==> src/rtl/buffer_ptr_ctrl_pkg.sv <==
`default_nettype none
// +------------------------------------------------------------------------+
// | Package    : buffer_pkg                                                 |
// | Purpose    : Shared types and width helpers for the column-buffer       |
// |              pointer/occupancy controller.                              |
// |              - buf_state_t : occupancy FSM encoding                     |
// |              - calc_aw     : pointer width from buffer depth            |
// |              - calc_sw     : read-step field width from window size     |
// | Revision   : 1.0  initial release                                        |
// +------------------------------------------------------------------------+
package buffer_pkg;

  typedef enum logic [1:0] {
    EMPTY = 2'd0,
    FILL  = 2'd1,
    READY = 2'd2,
    FULL  = 2'd3
  } buf_state_t;

  localparam int C_COLUMNS_DEF  = 32;
  localparam int C_PAR_READ_DEF = 4;

  function automatic int calc_aw(input int columns);
    return $clog2(columns);
  endfunction

  // One extra bit so the field can hold PAR_READ itself (not just PAR_READ-1).
  function automatic int calc_sw(input int par_read);
    return $clog2(par_read) + 1;
  endfunction

endpackage
`default_nettype wire

==> src/rtl/buffer_ptr_ctrl_if.sv <==
`default_nettype none
// +------------------------------------------------------------------------+
// | Interface  : buffer_ptr_ctrl_if                                         |
// | Purpose    : Producer/consumer bundle of the column-buffer controller.  |
// |              slave  : controller side (wr_en/rd_pop/rd_step in)         |
// |              master : environment side                                  |
// |              err[1:0] only exists when BUF_CTRL_ERR_CHECK_EN is defined |
// | Revision   : 1.0  initial release                                        |
// +------------------------------------------------------------------------+
interface buffer_ptr_ctrl_if #(
  parameter int COLUMNS  = 32,
  parameter int PAR_READ = 4
);
  import buffer_pkg::*;

  localparam int AW = calc_aw(COLUMNS);
  localparam int SW = calc_sw(PAR_READ);

  logic          wr_en;
  logic          wr_ready;
  logic          wen;
  logic [AW-1:0] waddr;
  logic          rd_valid;
  logic          rd_pop;
  logic [SW-1:0] rd_step;
  logic [AW-1:0] read_ptr;
  logic [AW:0]   count;
  logic          full;
  logic          empty;
  buf_state_t    state;
`ifdef BUF_CTRL_ERR_CHECK_EN
  logic [1:0]    err;

  modport slave (
    input  wr_en, rd_pop, rd_step,
    output wr_ready, wen, waddr, rd_valid, read_ptr, count, full, empty, state, err
  );
  modport master (
    output wr_en, rd_pop, rd_step,
    input  wr_ready, wen, waddr, rd_valid, read_ptr, count, full, empty, state, err
  );
`else
  modport slave (
    input  wr_en, rd_pop, rd_step,
    output wr_ready, wen, waddr, rd_valid, read_ptr, count, full, empty, state
  );
  modport master (
    output wr_en, rd_pop, rd_step,
    input  wr_ready, wen, waddr, rd_valid, read_ptr, count, full, empty, state
  );
`endif

endinterface
`default_nettype wire

==> src/rtl/buffer_ptr_ctrl_wrap_add.sv <==
`default_nettype none
// +------------------------------------------------------------------------+
// | Module     : ptr_wrap_add                                               |
// | Purpose    : Combinational modular adder, (ptr + inc) mod COLUMNS.      |
// |              Valid for any depth, power of two or not, provided         |
// |              ptr < COLUMNS and inc <= COLUMNS.                          |
// | Ports      : ptr [AW]  current pointer                                  |
// |              inc [INC_W] increment                                      |
// |              sum [AW]  wrapped result                                   |
// | Revision   : 1.0  initial release                                        |
// +------------------------------------------------------------------------+
module ptr_wrap_add
  import buffer_pkg::*;
#(
  parameter int COLUMNS = 32,
  parameter int INC_W   = 1
) (
  input  logic [calc_aw(COLUMNS)-1:0] ptr,
  input  logic [INC_W-1:0]            inc,
  output logic [calc_aw(COLUMNS)-1:0] sum
);

  localparam int          AW     = calc_aw(COLUMNS);
  localparam logic [AW:0] C_COLS = (AW+1)'(COLUMNS);

  // One guard bit: ptr + inc can reach 2*COLUMNS-1 before the wrap.
  logic [AW:0] w_sum;

  assign w_sum = {1'b0, ptr} + (AW+1)'(inc);
  assign sum   = (w_sum >= C_COLS) ? AW'(w_sum - C_COLS) : AW'(w_sum);

endmodule
`default_nettype wire

==> src/rtl/buffer_ptr_ctrl.sv <==
`default_nettype none
// +------------------------------------------------------------------------+
// | Module     : buffer_ptr_ctrl                                            |
// | Purpose    : Write/read pointer and occupancy controller for the        |
// |              column buffer. Gates pushes when full, releases windows    |
// |              of PAR_READ entries, tracks occupancy state.               |
// | Ports      : clk, rst_n (async, active low), clr (sync clear)           |
// |              bus : buffer_ptr_ctrl_if.slave                             |
// |                    in : wr_en, rd_pop, rd_step                          |
// |                    out: wr_ready, wen, waddr, rd_valid, read_ptr,       |
// |                         count, full, empty, state, err (optional)       |
// | Config     : BUF_CTRL_ERR_CHECK_EN adds sticky err[1:0]                 |
// |              ([0] write while full, [1] nonzero pop while !rd_valid)   |
// | Revision   : 1.0  initial release                                        |
// +------------------------------------------------------------------------+
module buffer_ptr_ctrl
  import buffer_pkg::*;
#(
  parameter int COLUMNS  = C_COLUMNS_DEF,
  parameter int PAR_READ = C_PAR_READ_DEF
) (
  input  logic               clk,
  input  logic               rst_n,
  input  logic               clr,
  buffer_ptr_ctrl_if.slave   bus
);

  localparam int              AW          = calc_aw(COLUMNS);
  localparam int              SW          = calc_sw(PAR_READ);
  localparam logic [AW:0]     C_COLS_CNT  = (AW+1)'(COLUMNS);
  localparam logic [AW:0]     C_PAR_CNT   = (AW+1)'(PAR_READ);
  localparam logic [SW-1:0]   C_PAR_STEP  = SW'(PAR_READ);

  logic [AW-1:0] r_waddr;
  logic [AW-1:0] r_read_ptr;
  logic [AW:0]   r_count;
  buf_state_t    r_state;

  logic          w_full;
  logic          w_empty;
  logic          w_rd_valid;
  logic          w_push;
  logic          w_pop;
  logic [SW-1:0] w_step_clamp;
  logic [SW-1:0] w_step;
  logic [AW:0]   w_count_next;
  logic [AW-1:0] w_waddr_next;
  logic [AW-1:0] w_read_ptr_next;
  buf_state_t    w_state_next;

  // Status decoded from the registered count only, so no input reaches them.
  assign w_full     = (r_count == C_COLS_CNT);
  assign w_empty    = (r_count == '0);
  assign w_rd_valid = (r_count >= C_PAR_CNT);

  assign w_push       = bus.wr_en && !w_full && !clr;
  assign w_pop        = bus.rd_pop && w_rd_valid && !clr;
  assign w_step_clamp = (bus.rd_step > C_PAR_STEP) ? C_PAR_STEP : bus.rd_step;
  // A zero step falls through as a no-op: pointer and count both add zero.
  assign w_step       = w_pop ? w_step_clamp : '0;

  // Never underflows (step <= PAR_READ <= count when a pop is accepted)
  // and never overflows (push only below COLUMNS).
  assign w_count_next = r_count + (AW+1)'(w_push) - (AW+1)'(w_step);

  ptr_wrap_add #(.COLUMNS(COLUMNS), .INC_W(1)) u_wr_add (
    .ptr (r_waddr),
    .inc (w_push),
    .sum (w_waddr_next)
  );

  ptr_wrap_add #(.COLUMNS(COLUMNS), .INC_W(SW)) u_rd_add (
    .ptr (r_read_ptr),
    .inc (w_step),
    .sum (w_read_ptr_next)
  );

  // FULL is tested before READY so PAR_READ == COLUMNS still lands in FULL.
  always_comb begin
    w_state_next = EMPTY;
    if (w_count_next == '0)
      w_state_next = EMPTY;
    else if (w_count_next == C_COLS_CNT)
      w_state_next = FULL;
    else if (w_count_next >= C_PAR_CNT)
      w_state_next = READY;
    else
      w_state_next = FILL;
  end

  always_ff @(posedge clk or negedge rst_n) begin
    if (!rst_n) begin
      r_waddr    <= '0;
      r_read_ptr <= '0;
      r_count    <= '0;
      r_state    <= EMPTY;
    end else if (clr) begin
      r_waddr    <= '0;
      r_read_ptr <= '0;
      r_count    <= '0;
      r_state    <= EMPTY;
    end else begin
      r_waddr    <= w_waddr_next;
      r_read_ptr <= w_read_ptr_next;
      r_count    <= w_count_next;
      r_state    <= w_state_next;
    end
  end

`ifdef BUF_CTRL_ERR_CHECK_EN
  logic [1:0] r_err;

  // Sticky diagnostic; survives clr so a clear cannot hide a past fault.
  always_ff @(posedge clk or negedge rst_n) begin
    if (!rst_n) begin
      r_err <= 2'b00;
    end else begin
      if (bus.wr_en && w_full)
        r_err[0] <= 1'b1;
      if (bus.rd_pop && !w_rd_valid && (bus.rd_step != '0))
        r_err[1] <= 1'b1;
    end
  end

  assign bus.err = r_err;
`endif

  assign bus.wr_ready = !w_full;
  assign bus.wen      = w_push;
  assign bus.waddr    = r_waddr;
  assign bus.rd_valid = w_rd_valid;
  assign bus.read_ptr = r_read_ptr;
  assign bus.count    = r_count;
  assign bus.full     = w_full;
  assign bus.empty    = w_empty;
  assign bus.state    = r_state;

endmodule
`default_nettype wire
==> src/flat_wrapper.sv <==
// flat-port wrapper written by rule: the top's interface ports become plain ports
module buffer_ptr_ctrl_flat import buffer_pkg::*;
#(
  parameter int COLUMNS  = C_COLUMNS_DEF,
  parameter int PAR_READ = C_PAR_READ_DEF
)
  (clk, rst_n, clr, bus_wr_en, bus_rd_pop, bus_rd_step, bus_wr_ready, bus_wen, bus_waddr, bus_rd_valid, bus_read_ptr, bus_count, bus_full, bus_empty, bus_state);
  buffer_ptr_ctrl_if #(.COLUMNS(COLUMNS), .PAR_READ(PAR_READ)) bus_i ();
  input  logic clk;
  input  logic rst_n;
  input  logic clr;
  input wire logic [$bits(bus_i.wr_en)-1:0] bus_wr_en;
  input wire logic [$bits(bus_i.rd_pop)-1:0] bus_rd_pop;
  input wire logic [$bits(bus_i.rd_step)-1:0] bus_rd_step;
  output wire logic [$bits(bus_i.wr_ready)-1:0] bus_wr_ready;
  output wire logic [$bits(bus_i.wen)-1:0] bus_wen;
  output wire logic [$bits(bus_i.waddr)-1:0] bus_waddr;
  output wire logic [$bits(bus_i.rd_valid)-1:0] bus_rd_valid;
  output wire logic [$bits(bus_i.read_ptr)-1:0] bus_read_ptr;
  output wire logic [$bits(bus_i.count)-1:0] bus_count;
  output wire logic [$bits(bus_i.full)-1:0] bus_full;
  output wire logic [$bits(bus_i.empty)-1:0] bus_empty;
  output wire logic [$bits(bus_i.state)-1:0] bus_state;
  assign bus_i.wr_en = bus_wr_en;
  assign bus_i.rd_pop = bus_rd_pop;
  assign bus_i.rd_step = bus_rd_step;
  assign bus_wr_ready = bus_i.wr_ready;
  assign bus_wen = bus_i.wen;
  assign bus_waddr = bus_i.waddr;
  assign bus_rd_valid = bus_i.rd_valid;
  assign bus_read_ptr = bus_i.read_ptr;
  assign bus_count = bus_i.count;
  assign bus_full = bus_i.full;
  assign bus_empty = bus_i.empty;
  assign bus_state = bus_i.state;
  buffer_ptr_ctrl #(.COLUMNS(COLUMNS), .PAR_READ(PAR_READ)) u_core (.clk(clk), .rst_n(rst_n), .clr(clr), .bus(bus_i));
endmodule
==> config.mk <==
export PLATFORM = sky130hd
export DESIGN_NAME = buffer_ptr_ctrl_flat
export DESIGN_NICKNAME = d
export VERILOG_FILES = /design/src/rtl/buffer_ptr_ctrl_pkg.sv /design/src/rtl/buffer_ptr_ctrl_if.sv /design/src/rtl/buffer_ptr_ctrl_wrap_add.sv /design/src/rtl/buffer_ptr_ctrl.sv /design/src/flat_wrapper.sv
export SDC_FILE = /design/constraint.sdc
export NUM_CORES = 1
export LEC_CHECK = 0
export CAP_MARGIN = 15
export CORE_UTILIZATION = 48
export DETAILED_ROUTE_END_ITERATION = 10
export GPL_ROUTABILITY_DRIVEN = 0
export PLACE_DENSITY = 0.83
export SLEW_MARGIN = 25
export SYNTH_ARGS = -nofsm -noshare
export SYNTH_HDL_FRONTEND = slang
export SYNTH_HIERARCHICAL = 1
export SYNTH_SLANG_ARGS = --single-unit
==> constraint.sdc <==
create_clock -name clk -period 4 [get_ports clk]
set_input_delay 0.6 -clock clk [delete_from_list [all_inputs] [get_ports clk]]
set_output_delay 0.6 -clock clk [all_outputs]
set_load 0.01 [all_outputs]
-- After elaboration in Yosys (flattened, before gate mapping)
Cells that the tools add are included.
- bits in registers: 18
- input bits: 8
- output and inout port bits: 23
- word-level logic and storage cells: 36
- add/subtract/negate cells: 6
- $lt $le $gt $ge: 5
- eq/ne operators: 2
- mux-type cells: 11
- reduce and logical (&&, ||, !) cells: 8
- operator list (operator ; count):
    5-bit two-way mux ; 4
    6-bit == test, second input constant ; 2
    6-bit by 3-bit >= comparator with 1-bit output, second input constant ; 2
    6-bit >= comparator, second input constant ; 2
    6-bit logical NOT ; 2
    5-bit by 1-bit subtractor with 5-bit output, second input constant ; 2
    2-bit two-way mux ; 4
    5-bit by 1-bit adder with 6-bit output ; 1
    5-bit by 3-bit adder with 6-bit output ; 1
    6-bit by 1-bit adder with 6-bit output ; 1
    3-bit two-way mux ; 2
    6-bit two-way mux ; 1
    6-bit by 3-bit subtractor with 6-bit output ; 1
    1-bit logical AND ; 4
    3-bit greater-than comparator, second input constant ; 1
    1-bit logical NOT ; 2

-- Depth between registers and ports, before layout
- depth after elaboration: 11
- gate-level depth with buffers: 14
- depth with buffers taken out: 14

-- By module
Netlist, hierarchy kept.
- modules (own cells, without submodules) (module ; instances ; cells an instance ; area an instance (um2) ; sequential area each (um2)):
    buffer_ptr_ctrl ; 1 ; 89 ; 977.2 ; 450.4
    ptr_wrap_add at u_core.u_rd_add ; 1 ; 15 ; 137.6 ; 0.0
    ptr_wrap_add at u_core.u_wr_add ; 1 ; 7 ; 61.3 ; 0.0

-- Least setup slack after synthesis
No wires, ideal clock.
- path type: register to register
- from: register u_core.r_count[4] (netlist: u_core/bus.count[4])
- to: register u_core.r_state[0] (netlist: u_core/bus.state[0])
- arrival time: 2.940 ns
- path slack: 0.993 ns
- cell stages (with the launch flop): 14
- path buffers: 0
- cells stage by stage: dfrtp_1 -> inv_1 -> ha_1 -> o21ai_0 -> nand2_1 -> and4b_1 -> and2_1 -> ha_1 -> inv_1 -> ha_1 -> fa_1 -> or2_2 -> nor4_1 -> o2111a_1
- elaborated cells between the ends (all ways): 17
- RTL lines (element ; line ; RTL):
    from (decl) ; buffer_ptr_ctrl.sv:36 ; logic [AW:0] r_count;
    from (signal assigned) ; buffer_ptr_ctrl.sv:105 ; r_count <= w_count_next;
    6-bit by 3-bit >= comparator with 1-bit output * ; buffer_ptr_ctrl.sv:54 ; assign w_rd_valid = (r_count >= C_PAR_CNT);
    net bus_rd_valid ; flat_wrapper.sv:18 ; output wire logic [$bits(bus_i.rd_valid)-1:0] bus_rd_valid;
    1-bit logical AND * (2 in a row) ; buffer_ptr_ctrl.sv:57 ; assign w_pop = bus.rd_pop && w_rd_valid && !clr;
    3-bit two-way mux * ; buffer_ptr_ctrl.sv:60 ; assign w_step = w_pop ? w_step_clamp : '0;
    net u_core.w_step[0] ; buffer_ptr_ctrl.sv:45 ; logic [SW-1:0] w_step;
    6-bit by 3-bit subtractor with 6-bit output * ; buffer_ptr_ctrl.sv:64 ; assign w_count_next = r_count + (AW+1)'(w_push) - (AW+1)'(w_step);
    6-bit by 3-bit >= comparator with 1-bit output ; buffer_ptr_ctrl.sv:85 ; else if (w_count_next >= C_PAR_CNT)
    2-bit two-way mux ; buffer_ptr_ctrl.sv:85 ;
    2-bit two-way mux ; buffer_ptr_ctrl.sv:83 ; else if (w_count_next == C_COLS_CNT)
    2-bit two-way mux * ; buffer_ptr_ctrl.sv:81 ; if (w_count_next == '0)
    2-bit two-way mux * ; buffer_ptr_ctrl.sv:97 ; end else if (clr) begin
    to (signal assigned) ; buffer_ptr_ctrl.sv:106 ; r_state <= w_state_next;
    to (decl) ; buffer_ptr_ctrl.sv:37 ; buf_state_t r_state;
Mark *: on every way through the listed nets, which the timed path passes. The rest lies on a longest branch.

-- Final worst setup path
- from: input clr
- to: register u_core.r_state[0] (netlist: u_core/bus.state[0])
- cells in the longest elaborated chain, start to end: 9
- elaborated cells between the ends (all ways): 13
- ends and longest elaborated chain (element ; line ; RTL):
    from (decl) ; flat_wrapper.sv:11 ; input logic clr;
    1-bit logical NOT * ; buffer_ptr_ctrl.sv:57 ;
    1-bit logical AND * ; buffer_ptr_ctrl.sv:57 ;
    3-bit two-way mux * ; buffer_ptr_ctrl.sv:60 ;
    net u_core.w_step[0] ; buffer_ptr_ctrl.sv:45 ;
    6-bit by 3-bit subtractor with 6-bit output * ; buffer_ptr_ctrl.sv:64 ;
    6-bit by 3-bit >= comparator with 1-bit output ; buffer_ptr_ctrl.sv:85 ;
    2-bit two-way mux ; buffer_ptr_ctrl.sv:85 ;
    2-bit two-way mux ; buffer_ptr_ctrl.sv:83 ;
    2-bit two-way mux * ; buffer_ptr_ctrl.sv:81 ;
    2-bit two-way mux * ; buffer_ptr_ctrl.sv:97 ;
Marks and branches as above.

==> metrics.csv <==
metric,value,unit
Critical Path End Type,flop,
Clock Latency Late Sink,300,ps
share of layout cells above drive strength 1,10.34,%
gate family responsible for the most delay along the worst path,simple AND/OR/NAND/NOR gates,
area of the die,2652,sq um
Max Cap Viol,0,
most frequent cells after synthesis,"dfrtp_1 (18), ha_1 (16), inv_1 (14)",
worst voltage drop across the vdd grid,0.4958,mV
Die W,51.50,um
average footprint of a synthesized cell,10.60,sq um
register bit total from synthesis,18,
worst-path fanout max,6,
die boundary height,51.50,um
critical register-to-register path startpoint,u_core/bus.count[4],
violation count after the first detailed-route iteration,10,
via/cell ratio,5.318,
initial antenna violation count,0,
Pint,588.1,uW
FF-to-FF setup slack,900,ps
number of detailed-routing iterations run before antenna repair,4,
worst-case setup margin in the final layout,855.4,ps
Detail Route Antenna Nets,0,
actual transition at the worst max-transition pin,816.9,ps
start point of the worst min-delay path,u_core/bus.read_ptr[4],
Synth top area share,38.30,%
Yosys Warn Count,6,
setup TNS after final layout,0,ps
number of H-tree levels,1,
row count,17,
total I/O pin count,31,
CTS sink cnt,18,
maximum count of clock buffers along a single path,2,
Layout Nets,172,
largest net degree at the start of global routing,19,
"Top FF cell, synth",dfrtp_1,
final design utilization,68.81,%
number of diodes added for antenna fixing,0,
final routed wirelength across all metal layers,2.532,mm
post-route clock skew,2.309,ps
Pleak,0.0007503,uW
core footprint,2255,sq um
"slowest stage cell, crit path",clkdlybuf4s50_1,
ratio of final minimum period to clock period,78.62,%
average wire per cell in the routed design,14.64,um
proportion of total power due to net switching,39.37,%
gr ovfl total,0,
Startpoint Class,primary input,
via count of the first global-routing pass,922,
Netlist Area Pre-Place,1176,sq um
Flop pwr share,25.3,%
half-perimeter wire length of the detailed placement result,2.017,mm
all-layer global routing usage,21.62,%
worst max-slew margin expressed relative to the limit,45.37,%
Critical Path Max Stage Delay,490,ps
total of hold buffers inserted after clock tree synthesis,0,
number of gates resized after cts,0,
leading cell type by number of instances after synthesis,dfrtp_1,
share of total power in the clock network,11.7,%
fraction of the yosys area taken by sequential cells,38.30,%
Min-Delay Path Class,flop to flop,
number of max-slew violations in the final report,0,
pwr/cell area,625.3,nW/um^2
CP Data Arrival Time,3380,ps
WP data required,4240,ps
number of buffers inserted to repair setup after CTS,0,
total setup violations reported at the end of the flow,0,
peak clock frequency supported by timing,318.0,MHz
final number of hold-violating endpoints,0,
top cells by area in the synthesized netlist,"dfrtp_1 (38%), ha_1 (17%), nor2b_1 (6.4%)",
fraction of registers with async set/reset,100.0,%
cell breakdown of the critical path,clkdlybuf4s50_1 -> inv_1 -> and4b_1 -> and2_1 -> ha_1 -> inv_1 -> ha_1 -> fa_1 -> or2_2 -> nor4_1 -> o2111a_1,
area overhead of the layout relative to synthesis,31.92,%
min cycle time layout,3145,ps
global-route wire length before repair,4.050,mm
Net Switching,382.0,uW
number of synthesized flops with an enable pin,0,
count of buffers inserted at the top-level ports,30,
distinct cell type count after synthesis,35,
root cell of the clock tree,clkbuf_4,
clock slew at the register clock pins of the worst setup and hold paths,100,ps
CTS tree,done,
buffers plus inverters on the worst setup path,3,
# fillers,176,
Worst Setup Slack post-DPL,555.9,ps
portion of total power attributed to combinational logic,63.0,%
clock buffers created by TritonCTS,3,
unrepaired setup endpoints after global routing,false,
overall via count from detail_route,920,
Setup crit start,clr,
run status,finished clean,
"Net Count, Synth",137,
critical path class,primary input to flop,
most area-hungry cell type in the Yosys netlist,dfrtp_1,
number of instances in the synthesized netlist,111,
DRC violations left,0,
initial cell density of the core,52.16,%
## cell usage in the layout (no fill, tap or decap), drive strengths merged
| master | count |
|---|---|
| clkdlybuf4s50 | 30 |
| dfrtp | 18 |
| ha | 16 |
| inv | 14 |
| nor2b | 13 |
| xnor2 | 5 |
| nand2 | 4 |
| and2 | 4 |
| clkbuf | 4 |
| xor2 | 3 |
| a21o | 3 |
| a21oi | 3 |
| nor4 | 2 |
| and3 | 2 |
| nor2 | 2 |
| or2 | 2 |
| fa | 2 |
| nand3 | 2 |
| o21ai | 2 |
| nand4 | 1 |
| and4b | 1 |
| a211o | 1 |
| o21a | 1 |
| a2111oi | 1 |
| and4 | 1 |
| and2b | 1 |
| nor3b | 1 |
| a311o | 1 |
| o31a | 1 |
| o2111a | 1 |
| or3 | 1 |
| a31oi | 1 |
| buf | 1 |
## sequential cells by signal, indices dropped and copies added (netlist names)
signal               flops
u_core/bus.count         6
u_core/bus.state         2
u_core/bus.read_ptr      5
u_core/bus.waddr         5
## area by class of cell
type	instances	area, sq um	area share (%)
timing repair buffer	31	307.8	19.84
tap	28	35.03	2.258
sequential	18	450.4	29.03
inverter	14	52.55	3.387
multi-input combinational	78	669.4	43.15
clock buffer	4	36.28	2.339
## per-stage QoR
step	power (uW)	hold WS, ps	instance area (sq um)	instances
global route	1046	634.3	1551	173
global placement	832.2	572.2	1515	169
detailed placement	858.7	591.4	1515	169
floorplan	644.4	304.4	1176	111
finish	970.1	603.5	1551	173
CTS	974.8	607.0	1551	173
## per-layer routing
metal	track usage [%]	vias to the layer above	part of all wire (%)
met2	36.15	31	48
met5	0	-	0
met3	3.509	8	4.1
met4	12.16	0	3.0
met1	26.33	435	45
li1	-	446	-
## tightest hold or removal path, delay by kind of cell (launching register included)
family	cells	cell delay, ps
flip-flops	1	380
AND/OR/NAND/NOR	1	120
XOR/XNOR	1	70
## cell families (layout without fill, tap and decap cells)
| logic type | Yosys count | after routing | share of synthesized area, % |
|---|---|---|---|
| AND/OR/NAND/NOR | 37 | 37 | 19.79 |
| AO/OA/AOI/OAI | 15 | 15 | 10.75 |
| flip-flops | 18 | 18 | 38.30 |
| buffers and inverters | 15 | 49 | 4.787 |
| adder cells (fa/ha/maj) | 18 | 18 | 20.43 |
| XOR/XNOR | 8 | 8 | 5.958 |
## power by group through the flow
stage	logic (uW)	registers [uW]	clock network, uW
CTS	611	246	118
detailed placement	609	250	0
global route	669	250	128
global placement	583	250	0
floorplan	381	263	0
finish	611	245	114
## path summary, 6_finish.rpt
path | end | depth (start not counted)
setup / recovery | u_core/bus.state[0] | 11
hold / removal | u_core/bus.read_ptr[4] | 2
setup reg to reg | u_core/bus.state[0] | 13
hold reg to reg | u_core/bus.read_ptr[4] | 2
max in group asynchronous | u_core/bus.read_ptr[3] | 1
min in group asynchronous | u_core/bus.waddr[4] | 1
(Power assumes the default switching activity.)
